[src/rtl/seg7_pkg.sv]
`default_nettype none
// ============================================================================
//  Module   : seg7_pkg
//  Purpose  : Shared definitions for the seven-segment scan decoder and the
//             pattern decoder: segment bit positions, active-high glyph
//             encodings for hex digits 0-F and blank, and the frame-lock
//             state type.
//  Revision : 1.0  initial release
// ============================================================================
package seg7_pkg;

    // Bit position of each segment within a 7-bit segment vector.
    localparam int SEG_A = 0;
    localparam int SEG_B = 1;
    localparam int SEG_C = 2;
    localparam int SEG_D = 3;
    localparam int SEG_E = 4;
    localparam int SEG_F_BIT = 5;
    localparam int SEG_G = 6;

    // Active-high glyphs, bit 0 = a ... bit 6 = g.
    localparam logic [6:0] SEG_0     = 7'h3F;  // a b c d e f
    localparam logic [6:0] SEG_1     = 7'h06;  // b c
    localparam logic [6:0] SEG_2     = 7'h5B;  // a b d e g
    localparam logic [6:0] SEG_3     = 7'h4F;  // a b c d g
    localparam logic [6:0] SEG_4     = 7'h66;  // b c f g
    localparam logic [6:0] SEG_5     = 7'h6D;  // a c d f g
    localparam logic [6:0] SEG_6     = 7'h7D;  // a c d e f g
    localparam logic [6:0] SEG_7     = 7'h07;  // a b c
    localparam logic [6:0] SEG_8     = 7'h7F;  // all
    localparam logic [6:0] SEG_9     = 7'h6F;  // a b c d f g
    localparam logic [6:0] SEG_A_GLYPH = 7'h77;  // a b c e f g
    localparam logic [6:0] SEG_B_GLYPH = 7'h7C;  // c d e f g
    localparam logic [6:0] SEG_C_GLYPH = 7'h39;  // a d e f
    localparam logic [6:0] SEG_D_GLYPH = 7'h5E;  // b c d e g
    localparam logic [6:0] SEG_E_GLYPH = 7'h79;  // a d e f g
    localparam logic [6:0] SEG_F_GLYPH = 7'h71;  // a e f g
    localparam logic [6:0] SEG_BLANK = 7'h00;

    // Frame-lock state: IDLE = no valid frame, LOCKED = frame_valid high.
    typedef enum logic [0:0] {
        IDLE   = 1'b0,
        LOCKED = 1'b1
    } lock_state_e;

endpackage : seg7_pkg
`default_nettype wire

[src/rtl/seg7_pattern_decode.sv]
`default_nettype none
// ============================================================================
//  Module   : seg7_pattern_decode
//  Purpose  : Combinational decode of an active-high 7-segment pattern back
//             to a hex nibble. Also used by the driver's self-test.
//  Ports    : seg_i    [6:0] active-high segments (bit 0 = a)
//             legal_o        pattern is a 0-F glyph or blank
//             blank_o        all segments off
//             nibble_o [3:0] decoded value (0 when blank or illegal)
//  Revision : 1.0  initial release
// ============================================================================
module seg7_pattern_decode
    import seg7_pkg::*;
(
    input  logic [6:0] seg_i,
    output logic       legal_o,
    output logic       blank_o,
    output logic [3:0] nibble_o
);

    always_comb begin
        legal_o  = 1'b1;
        blank_o  = 1'b0;
        nibble_o = 4'h0;
        case (seg_i)
            SEG_0:       nibble_o = 4'h0;
            SEG_1:       nibble_o = 4'h1;
            SEG_2:       nibble_o = 4'h2;
            SEG_3:       nibble_o = 4'h3;
            SEG_4:       nibble_o = 4'h4;
            SEG_5:       nibble_o = 4'h5;
            SEG_6:       nibble_o = 4'h6;
            SEG_7:       nibble_o = 4'h7;
            SEG_8:       nibble_o = 4'h8;
            SEG_9:       nibble_o = 4'h9;
            SEG_A_GLYPH: nibble_o = 4'hA;
            SEG_B_GLYPH: nibble_o = 4'hB;
            SEG_C_GLYPH: nibble_o = 4'hC;
            SEG_D_GLYPH: nibble_o = 4'hD;
            SEG_E_GLYPH: nibble_o = 4'hE;
            SEG_F_GLYPH: nibble_o = 4'hF;
            SEG_BLANK:   blank_o  = 1'b1;
            default:     legal_o  = 1'b0;
        endcase
    end

endmodule : seg7_pattern_decode
`default_nettype wire

[src/rtl/seg7_scan_decoder.sv]
`default_nettype none
// ============================================================================
//  Module   : seg7_scan_decoder
//  Purpose  : Receive side of a 4-digit multiplexed seven-segment display.
//             Synchronizes the scan lines, waits for each digit to settle,
//             decodes the lit glyph and assembles complete 4-digit frames.
//  Ports    : clk_in           clock
//             RESET            asynchronous active-low reset
//             anode      [3:0] digit enables, anode[3] = leftmost digit
//             segs       [6:0] segment lines, segs[0] = a
//             digits    [15:0] last complete frame, digit i in [4i+3:4i]
//             blank      [3:0] per-digit "all segments off" flag
//             frame_valid      frame completed and no timeout since
//             frame_stb        one-cycle pulse when digits/blank update
//             code_err         one-cycle pulse per illegal sample
//             err_cnt    [7:0] saturating count of code_err pulses
//  Revision : 1.0  initial release
// ============================================================================
module seg7_scan_decoder
    import seg7_pkg::*;
#(
    parameter int SETTLE_CYCLES  = 4,
    parameter int TIMEOUT_CYCLES = 65535,
    parameter bit ACTIVE_LOW     = 1'b1
) (
    input  logic        clk_in,
    input  logic        RESET,
    input  logic [3:0]  anode,
    input  logic [6:0]  segs,
    output logic [15:0] digits,
    output logic [3:0]  blank,
    output logic        frame_valid,
    output logic        frame_stb,
    output logic        code_err,
    output logic [7:0]  err_cnt
);

    localparam int CNT_W = $clog2(SETTLE_CYCLES + 1);
    localparam int TO_W  = $clog2(TIMEOUT_CYCLES + 1);

    localparam logic [CNT_W-1:0] CNT_MAX  = CNT_W'(SETTLE_CYCLES);
    localparam logic [CNT_W-1:0] CNT_FIRE = CNT_W'(SETTLE_CYCLES - 1);
    localparam logic [TO_W-1:0]  TO_LOAD  = TO_W'(TIMEOUT_CYCLES);
    // Synchronizer reset value: all lines inactive, so the first sample
    // after reset is a harmless blanking interval.
    localparam logic [10:0]      RAW_IDLE = {11{ACTIVE_LOW}};

    // ---------------------------------------------------------------
    // Registers
    // ---------------------------------------------------------------
    logic [10:0]      sync1_q, sync2_q;
    logic [CNT_W-1:0] stable_cnt_q, stable_cnt_d;
    logic [15:0]      shadow_q, shadow_d;
    logic [3:0]       shadow_blank_q, shadow_blank_d;
    logic [3:0]       mask_q, mask_d;
    logic [15:0]      digits_q, digits_d;
    logic [3:0]       blank_q, blank_d;
    logic             frame_stb_q, frame_stb_d;
    logic             code_err_q, code_err_d;
    logic [7:0]       err_cnt_q, err_cnt_d;
    logic [TO_W-1:0]  to_cnt_q, to_cnt_d;
    lock_state_e      state_q, state_d;

    // ---------------------------------------------------------------
    // Input stage and settle detection
    // ---------------------------------------------------------------
    logic        w_changed;
    logic        w_sample;
    logic [10:0] w_norm;
    logic [3:0]  w_an_act;
    logic [6:0]  w_seg_act;

    // Comparing the two synchronizer stages detects the change on the same
    // edge it reaches sync2_q, so stable_cnt counts cycles sync2_q has held.
    assign w_changed = (sync1_q != sync2_q);
    assign w_sample  = !w_changed && (stable_cnt_q == CNT_FIRE);
    assign w_norm    = ACTIVE_LOW ? ~sync2_q : sync2_q;
    assign w_an_act  = w_norm[10:7];
    assign w_seg_act = w_norm[6:0];

    always_comb begin
        stable_cnt_d = stable_cnt_q;
        if (w_changed) begin
            stable_cnt_d = '0;
        end else if (stable_cnt_q != CNT_MAX) begin
            stable_cnt_d = stable_cnt_q + CNT_W'(1);
        end
    end

    // ---------------------------------------------------------------
    // Sample classification
    // ---------------------------------------------------------------
    logic       w_dec_legal, w_dec_blank;
    logic [3:0] w_dec_nibble;
    logic       w_one_hot, w_multi;
    logic [1:0] w_idx;

    seg7_pattern_decode u_decode (
        .seg_i    (w_seg_act),
        .legal_o  (w_dec_legal),
        .blank_o  (w_dec_blank),
        .nibble_o (w_dec_nibble)
    );

    always_comb begin
        w_one_hot = 1'b0;
        w_multi   = 1'b0;
        w_idx     = 2'd0;
        case (w_an_act)
            4'b0000: ;
            4'b0001: begin w_one_hot = 1'b1; w_idx = 2'd0; end
            4'b0010: begin w_one_hot = 1'b1; w_idx = 2'd1; end
            4'b0100: begin w_one_hot = 1'b1; w_idx = 2'd2; end
            4'b1000: begin w_one_hot = 1'b1; w_idx = 2'd3; end
            default: w_multi = 1'b1;
        endcase
    end

    logic w_capture, w_illegal;
    assign w_capture = w_sample && w_one_hot && w_dec_legal;
    assign w_illegal = w_sample && (w_multi || (w_one_hot && !w_dec_legal));

    // ---------------------------------------------------------------
    // Frame assembly, error accounting, timeout and lock state
    // ---------------------------------------------------------------
    logic w_timeout;

    always_comb begin
        shadow_d       = shadow_q;
        shadow_blank_d = shadow_blank_q;
        mask_d         = mask_q;
        digits_d       = digits_q;
        blank_d        = blank_q;
        frame_stb_d    = 1'b0;
        code_err_d     = 1'b0;
        err_cnt_d      = err_cnt_q;
        to_cnt_d       = to_cnt_q;
        state_d        = state_q;
        w_timeout      = 1'b0;

        if (to_cnt_q != '0) begin
            to_cnt_d  = to_cnt_q - TO_W'(1);
            w_timeout = (to_cnt_q == TO_W'(1));
        end

        // Completion is one clock after the capture that filled the mask;
        // samples are at least two cycles apart so no capture overlaps it.
        if (mask_q == 4'hF) begin
            digits_d    = shadow_q;
            blank_d     = shadow_blank_q;
            frame_stb_d = 1'b1;
            mask_d      = 4'h0;
            state_d     = LOCKED;
        end

        if (w_timeout) begin
            mask_d  = 4'h0;
            state_d = IDLE;
        end

        if (w_illegal) begin
            code_err_d = 1'b1;
            if (err_cnt_q != 8'hFF) begin
                err_cnt_d = err_cnt_q + 8'd1;
            end
            mask_d = 4'h0;
        end

        // A capture overrides a coincident timeout: the mask keeps its
        // contents and the lock state is unchanged.
        if (w_capture) begin
            shadow_d[4*w_idx +: 4] = w_dec_blank ? 4'h0 : w_dec_nibble;
            shadow_blank_d[w_idx]  = w_dec_blank;
            mask_d                 = mask_q;
            mask_d[w_idx]          = 1'b1;
            to_cnt_d               = TO_LOAD;
            state_d                = state_q;
        end
    end

    always_ff @(posedge clk_in or negedge RESET) begin
        if (!RESET) begin
            state_q <= IDLE;
        end else begin
            state_q <= state_d;
        end
    end

    always_ff @(posedge clk_in or negedge RESET) begin
        if (!RESET) begin
            sync1_q        <= RAW_IDLE;
            sync2_q        <= RAW_IDLE;
            stable_cnt_q   <= '0;
            shadow_q       <= 16'h0000;
            shadow_blank_q <= 4'hF;
            mask_q         <= 4'h0;
            digits_q       <= 16'h0000;
            blank_q        <= 4'hF;
            frame_stb_q    <= 1'b0;
            code_err_q     <= 1'b0;
            err_cnt_q      <= 8'h00;
            to_cnt_q       <= '0;
        end else begin
            sync1_q        <= {anode, segs};
            sync2_q        <= sync1_q;
            stable_cnt_q   <= stable_cnt_d;
            shadow_q       <= shadow_d;
            shadow_blank_q <= shadow_blank_d;
            mask_q         <= mask_d;
            digits_q       <= digits_d;
            blank_q        <= blank_d;
            frame_stb_q    <= frame_stb_d;
            code_err_q     <= code_err_d;
            err_cnt_q      <= err_cnt_d;
            to_cnt_q       <= to_cnt_d;
        end
    end

    assign digits      = digits_q;
    assign blank       = blank_q;
    assign frame_valid = (state_q == LOCKED);
    assign frame_stb   = frame_stb_q;
    assign code_err    = code_err_q;
    assign err_cnt     = err_cnt_q;

endmodule : seg7_scan_decoder
`default_nettype wire

[config.mk]
export PLATFORM = sky130hd
export DESIGN_NAME = seg7_scan_decoder
export DESIGN_NICKNAME = d
export VERILOG_FILES = /design/src/rtl/seg7_pkg.sv /design/src/rtl/seg7_pattern_decode.sv /design/src/rtl/seg7_scan_decoder.sv
export SDC_FILE = /design/constraint.sdc
export NUM_CORES = 1
export LEC_CHECK = 0
export BUFFER_PORTS_ARGS = -buffer_cell sky130_fd_sc_hd__buf_2
export CELL_PAD_IN_SITES_DETAIL_PLACEMENT = 1
export CELL_PAD_IN_SITES_GLOBAL_PLACEMENT = 1
export CORE_ASPECT_RATIO = 0.6
export CORE_UTILIZATION = 40
export CTS_CLUSTER_DIAMETER = 100
export CTS_CLUSTER_SIZE = 8
export DETAILED_ROUTE_END_ITERATION = 8
export PLACE_DENSITY = 0.78
export SKIP_LAST_GASP = 1
export SLEW_MARGIN = 0
export SYNTH_ARGS = -nofsm -noshare
export SYNTH_HDL_FRONTEND = slang
export SYNTH_SLANG_ARGS = --single-unit
[constraint.sdc]
create_clock -name clk_in -period 2.07 [get_ports clk_in]
set_input_delay 0.414 -clock clk_in [delete_from_list [all_inputs] [get_ports clk_in]]
set_output_delay 0.414 -clock clk_in [all_outputs]
set_load 0.03 [all_outputs]
==> results of run 1 <==
metrics by stage:
| step | hold slack (ns) | worst slack, ns | utilization, % | power [mW] |
|---|---|---|---|---|
| after floorplan | 0.118 | -0.137 | - | 2.10 |
| after global placement | 0.283 | -0.288 | 49.6 | 2.21 |
| after detailed placement | 0.287 | -0.347 | 49.6 | 2.22 |
| after CTS | 0.148 | -0.278 | 55.6 | 3.87 |
| after global routing | 0.145 | -0.460 | 58.5 | 4.01 |
| final | 0.159 | -0.420 | 58.5 | 3.89 |
final timing paths:
kind	cells after the start	slack [ns]	from	to
worst max-delay path	9	-0.42	sync2_q[5]	err_cnt[6]
worst min-delay path	1	0.16	segs[2]	sync1_q[2]
worst max register to register	9	-0.42	sync2_q[5]	err_cnt[6]
worst min register to register	0	0.37	sync1_q[6]	sync2_q[6]
max in group asynchronous	3	0.97	RESET	sync2_q[9]
min in group asynchronous	2	0.47	RESET	code_err
power groups by stage:
stage	logic [mW]	clock network, mW	registers [mW]
after floorplan	0.133	0	1.96
after global placement	0.236	0	1.98
after detailed placement	0.242	0	1.98
after CTS	0.273	1.66	1.94
after global routing	0.341	1.73	1.95
final	0.313	1.63	1.94
final cells by class:
| cell class | instances | area, µm² |
|---|---|---|
| fillers | 1194 | 4510 |
| flip-flops and latches | 96 | 2440 |
| multi-input cells | 324 | 2370 |
| repair buffers | 136 | 1020 |
| clock buffers | 10 | 239 |
| well taps | 139 | 174 |
| clock inverters | 6 | 50.0 |
| inverters | 12 | 47.5 |
sequential cells by signal (all words and copies together) (netlist names):
name,cells
digits,16
shadow_q,16
to_cnt_q,16
sync1_q,11
sync2_q,11
err_cnt,8
blank,4
mask_q,4
shadow_blank_q,4
stable_cnt_q,3
code_err,1
frame_stb,1
frame_valid,1
per-layer routing:
layer | wire length (µm) | up-vias
met5 | 0 | -
met4 | 148 | 0
met3 | 284 | 15
met2 | 6200 | 51
met1 | 6160 | 1872
li1 | - | 1787
worst reg2reg max path, stage by stage, from the launching register on:
cell and delay (ns):
sky130_fd_sc_hd__dfstp_2 0.42, sky130_fd_sc_hd__buf_6 0.15, sky130_fd_sc_hd__nor3_1 0.36, sky130_fd_sc_hd__nand4_1 0.29, sky130_fd_sc_hd__nand4_4 0.22, sky130_fd_sc_hd__buf_4 0.14, sky130_fd_sc_hd__o221ai_2 0.10, sky130_fd_sc_hd__a21boi_4 0.31
sky130_fd_sc_hd__nor3_2 0.08, sky130_fd_sc_hd__mux2_4 0.31
what timing repair did:
item	in CTS	in global routing
hold buffers	1	0
setup buffers	13	20
endpoints found under the setup margin	50	50
endpoints found under the hold margin	1	0
pin swaps	23	27
resized for setup	52	40
cell families after synthesis:
group                    Yosys count
AND/OR/NAND/NOR                  219
flip-flops                        96
AO/OA/AOI/OAI                     53
XOR/XNOR                          30
buffers and inverters             30
adder cells (fa/ha/maj)           13
multiplexers                       9
placed cells by master (no fill, tap or decap), types with 4 or more instances in the layout:
cell type                     n
sky130_fd_sc_hd__dfrtp_1     66
sky130_fd_sc_hd__nor2_1      14
sky130_fd_sc_hd__clkbuf_16    9
sky130_fd_sc_hd__nand2_1    107
sky130_fd_sc_hd__xnor2_1     17
sky130_fd_sc_hd__nand3_1     14
sky130_fd_sc_hd__a21oi_1      7
sky130_fd_sc_hd__dfstp_2     30
sky130_fd_sc_hd__nor4_4       4
sky130_fd_sc_hd__buf_6       12
sky130_fd_sc_hd__buf_12       4
sky130_fd_sc_hd__inv_1       11
sky130_fd_sc_hd__xor2_1      10
sky130_fd_sc_hd__nand4_1      5
sky130_fd_sc_hd__nor2_2       4
sky130_fd_sc_hd__buf_4       74
sky130_fd_sc_hd__o21ai_1      9
sky130_fd_sc_hd__ha_1        13
sky130_fd_sc_hd__nand2b_1    12
sky130_fd_sc_hd__or3_1        4
sky130_fd_sc_hd__nand2_4      7
sky130_fd_sc_hd__buf_2       42
sky130_fd_sc_hd__nor3_1       5
sky130_fd_sc_hd__o21ai_0      9
sky130_fd_sc_hd__mux2_2       4
==> impl_metrics.ini, run 1 <==
[status]
run_status = complete, but fails checks
failed_checks = negative setup slack

[die]
row_count = 29
die_height_um = 85.0
die_area_mm2 = 0.0119
initial_utilization_pct = 42.3
core_region_area_mm2 = 0.0108
dieWidth_um = 140
num_io_pins = 44

[cts]
clock_tree.htree_level_count = 3
clk_pin_slew_ns = 0.07
clock-root-buffer = sky130_fd_sc_hd__clkbuf_16
cts_tree = built
tritoncts.num_buffers = 9
clock_path_buffers = 2
clock_sinks = 96
insertion_delay_ns = 0.35

[place]
place_area_mm2 = 0.00539
routabilityCongestion = 0.794
place.detailed.hpwl_mm = 8.20
port_buffers = 43
numPlacedInstances = 673

[sta]
tightest_slew_ns = 0.447
fin_clk_skew_ns = 0.00777
timing.final.max_slew_violations = 0
rsz0062_at_grt = yes
hold_viol_final = 0
final.setup.worst_slack_ns = -0.420
min_period_ns = 2.49
fin_tns_setup_ns = -14.04
maxSlewHeadroom_pct = 70.0
setup_viol_count_final = 50
layout_worst_path_cycle_share_pct = 120
clock.fmax_mhz = 402

[synth]
synth_compound_area_share_pct = 8.31
syn_nets = 476
synth-adder-area-share_pct = 3.54
synthesis.area_per_instance_um2 = 10.2
yosys-top-cells-area = sky130_fd_sc_hd__dfrtp_1, sky130_fd_sc_hd__dfstp_2, sky130_fd_sc_hd__nand2_1, sky130_fd_sc_hd__xnor2_1, sky130_fd_sc_hd__ha_1
syn-instance-count = 450
synth_top_cell_by_area = sky130_fd_sc_hd__dfrtp_1
synth_most_common_cell = sky130_fd_sc_hd__nand2_1
yosys.area.top_type_share_pct = 36.0
seq_area_frac_synth_pct = 53.1
synth_simple_gate_area_share_pct = 23.8
synth_top_flop_cell = sky130_fd_sc_hd__dfrtp_1
synth-xor-area-share_pct = 5.72
synth.ff_latch_count = 96
synth_async_reset_ratio_pct = 100
synthesis.area_mm2 = 0.00459
muxShareOfSynthArea_pct = 2.15
synth_enable_flop_cells = 0
synth.lib_cells_used.distinct = 64
dominant_combinational_cell_family_by_area_after_synthesis = simple AND/OR/NAND/NOR gates
ys.warnings.count = 0
synth_common_cells = sky130_fd_sc_hd__nand2_1, sky130_fd_sc_hd__dfrtp_1, sky130_fd_sc_hd__dfstp_2

[worst_setup_path]
critical_path.top_delay_family = simple AND/OR/NAND/NOR gates
setup.worst_path.start_class = flip-flop
slowest_stage = sky130_fd_sc_hd__dfstp_2
timing.critical_path.slowest_cell_delay_ns = 0.42
worstSetupPathType = reg2reg
critPathArrivalTime_ns = 2.72
crit_path_buffers_inverters = 2
worst_ep_required_time_ns = 2.30
timing.critical_path.cells = buf_6, nor3_1, nand4_1, nand4_4, buf_4, o221ai_2, a21boi_4, nor3_2, mux2_4
crit_path_max_fanout = 6
type_of_element_capturing_the_critical_path = flip-flop

[drt]
remaining_drc_errors = 0
antenna_left = 0
wire_per_inst_um = 17.7
vias_per_cell = 5.15
initialDrtViolationCount = 135
totalWireLength_mm = 12.8
first_pass_iteration_count_of_the_detailed_router = 4
vias = 3725

[cells_and_area]
nets = 605
antenna_cells = 0
final_cell_count_no_fill = 723
post_route_cells_drive_above_1_share_pct = 43.5
final_cell_area_mm2 = 0.00634
area_growth_syn_to_layout_pct = 38.2

[power]
power.density_cell_area_mw_per_mm2 = 613
power_frac_comb_pct = 8.0
worst_ir_drop_vdd_uv = 446
p_sw_share_pct = 24.9
power.static_leakage_nw = 3.17
power.net_switching_mw = 0.967
power.sequential.fraction_pct = 50.0
p_clk_share_pct = 42.0
internal_dissipation_mw = 2.92

[global_routing]
number_of_global_route_vias_before_repair = 3819
globalRouteTotalUtil_pct = 21.5
grtUsageMet1_pct = 29.9
antenna_found_initial = 0
grt_busiest_layer = met2
groute.layer.met2.usage_pct = 34.5
grt_first_pass_wirelength_mm = 19.7
grt_start_max_net_pins = 59
global_route.usage.met3_pct = 4.29
globalRouteOverflowTotal = 0

[job]
drv_cap = 0

[min_path]
timing.hold.worst.class = in2reg
Note: power is estimated with default switching activity, not from simulation.
==> run 2, diff against run 1 <==
--- a/config.mk
+++ b/config.mk
@@ -5,7 +5,6 @@
 export SDC_FILE = /design/constraint.sdc
 export NUM_CORES = 1
 export LEC_CHECK = 0
-export BUFFER_PORTS_ARGS = -buffer_cell sky130_fd_sc_hd__buf_2
 export CELL_PAD_IN_SITES_DETAIL_PLACEMENT = 1
 export CELL_PAD_IN_SITES_GLOBAL_PLACEMENT = 1
 export CORE_ASPECT_RATIO = 0.6
@@ -13,7 +12,9 @@
 export CTS_CLUSTER_DIAMETER = 100
 export CTS_CLUSTER_SIZE = 8
 export DETAILED_ROUTE_END_ITERATION = 8
-export PLACE_DENSITY = 0.78
+export DONT_BUFFER_PORTS = 1
+export PLACE_DENSITY = 0.73
+export REMOVE_ABC_BUFFERS = 1
 export SKIP_LAST_GASP = 1
 export SLEW_MARGIN = 0
 export SYNTH_ARGS = -nofsm -noshare
==> impl_metrics.ini, run 2 (same netlist as run 1, synthesis figures left out) <==
[sta]
final.setup.worst_slack_ns = -0.390
timing.final.max_slew_violations = 0
clock.fmax_mhz = 407
timing.hold.ws_ns = -0.249
rsz0062_at_grt = yes
maxSlewHeadroom_pct = 40.6
setup_viol_count_final = 50
layout_worst_path_cycle_share_pct = 119
fin_clk_skew_ns = 0.0155
tightest_slew_ns = 0.888
min_period_ns = 2.46
hold_viol_final = 96

[drt]
wire_per_inst_um = 20.8
antenna_left = 0
totalWireLength_mm = 14.4
vias = 3767
initialDrtViolationCount = 183
first_pass_iteration_count_of_the_detailed_router = 4
remaining_drc_errors = 0
vias_per_cell = 5.44

[cts]
insertion_delay_ns = 0.36
cts_tree = built
clock-root-buffer = sky130_fd_sc_hd__clkbuf_16
clock_path_buffers = 2
clock_tree.htree_level_count = 3
clock_sinks = 96
tritoncts.num_buffers = 9
clk_pin_slew_ns = 0.07

[worst_setup_path]
critPathArrivalTime_ns = 2.70
crit_path_max_fanout = 8
worstReg2RegStart = sync2_q[6]
worstSetupStartpoint = sync2_q[6]
setup.worst_path.start_class = flip-flop
type_of_element_capturing_the_critical_path = flip-flop
worstSetupPathType = reg2reg
slowest_stage = sky130_fd_sc_hd__dfstp_2
timing.critical_path.slowest_cell_delay_ns = 0.42
worst_ep_required_time_ns = 2.31
timing.critical_path.cells = buf_12, nor3_2, nand4_1, nand4_4, nor2_1, o21ai_4, nor3_4, mux2_4
r2r_setup_slack_ns = -0.39

[global_routing]
global_route.usage.met3_pct = 6.15
grt_first_pass_wirelength_mm = 21.5
globalRouteOverflowTotal = 0
grt_busiest_layer = met2
number_of_global_route_vias_before_repair = 4038
grt_start_max_net_pins = 97
groute.layer.met2.usage_pct = 38.5
antenna_found_initial = 0
grtUsageMet1_pct = 31.3
globalRouteTotalUtil_pct = 23.7

[power]
power.net_switching_mw = 0.900
power_mw = 4.05
power.static_leakage_nw = 3.03
internal_dissipation_mw = 3.15
p_sw_share_pct = 22.2
p_clk_share_pct = 44.9
worst_ir_drop_vdd_uv = 476
power.density_cell_area_mw_per_mm2 = 627
power.sequential.fraction_pct = 48.2
power_frac_comb_pct = 6.9

[min_path]
timing.hold.worst.class = in2async

[cells_and_area]
nets = 575
post_route_cells_drive_above_1_share_pct = 44.6
commonest_cells_after_routing_fill_and_taps_aside = sky130_fd_sc_hd__nand2_1, sky130_fd_sc_hd__buf_4, sky130_fd_sc_hd__dfrtp_1, sky130_fd_sc_hd__dfstp_2, sky130_fd_sc_hd__nor2_1
antenna_cells = 0
most_common_cell_after_layout_fill_and_taps_aside = sky130_fd_sc_hd__nand2_1
area_growth_syn_to_layout_pct = 40.8

[job]
drv_cap = 0

[die]
initial_utilization_pct = 42.3
die_height_um = 85.0
core_region_area_mm2 = 0.0108
dieWidth_um = 140
num_io_pins = 44
row_count = 29
die_area_mm2 = 0.0119

[place]
place.detailed.hpwl_mm = 8.18
port_buffers = 0
routabilityCongestion = 0.782

[status]
run_status = complete, but fails checks
failed_checks = negative hold slack, negative setup slack
[run 2: through the flow]
step | instance area, µm² | instances | utilization (%) | TNS [ns] | setup slack [ns]
floorplan | 4480 | 432 | - | -8.47 | -0.611
global placement | 5170 | 636 | 47.6 | -5.70 | -0.279
detailed placement | 5170 | 636 | 47.6 | -9.07 | -0.342
CTS | 6050 | 676 | 55.8 | -7.89 | -0.300
global route | 6460 | 693 | 59.6 | -18.64 | -0.452
finish | 6460 | 693 | 59.6 | -15.24 | -0.390
[run 2: power by group through the flow]
stage / logic (mW) / registers [mW] / clock network, mW
after floorplan: 0.0914 / 1.99 / 0
final: 0.281 / 1.95 / 1.82
after global placement: 0.175 / 1.98 / 0
after detailed placement: 0.181 / 1.99 / 0
after global routing: 0.297 / 1.96 / 1.91
after CTS: 0.232 / 1.95 / 1.84
[run 2: path summary, 6_finish.rpt]
kind	end	cells past startpoint
max	err_cnt[1]	8
min	digits[10]	0
max reg2reg	err_cnt[1]	8
min reg2reg	sync2_q[10]	0
max in group asynchronous	sync2_q[6]	0
min in group clk_in	sync1_q[0]	0
[run 2: worst max-delay path: cells and delay by family, from the launching register on]
family	cells	cell delay (ns)
multiplexers	1	0.33
AO/OA/AOI/OAI	1	0.41
flip-flops	1	0.42
buffers and inverters	1	0.15
AND/OR/NAND/NOR	5	1.04
[run 2: cell type report]
type	count	area (µm²)
sequential	96	2440
fill	1156	4390
timing repair buffer	105	945
tap	139	174
inverter	12	47.5
clock buffer	11	243
clock inverter	5	80.1
multi-input combinational	325	2530
[run 2: repair_timing]
item	4_1_cts	5_1_grt
resized for setup	81	58
pin swaps	23	29
endpoints found under the hold margin	96	96
cloned	1	0
endpoints found under the setup margin	50	50
buffers inserted	23	19
[run 2: per-layer routing]
layer	vias to the layer above	part of all wire, %
li1	1742	-
met1	1906	44
met2	91	49
met3	28	4.8
met4	0	2.3
met5	-	0
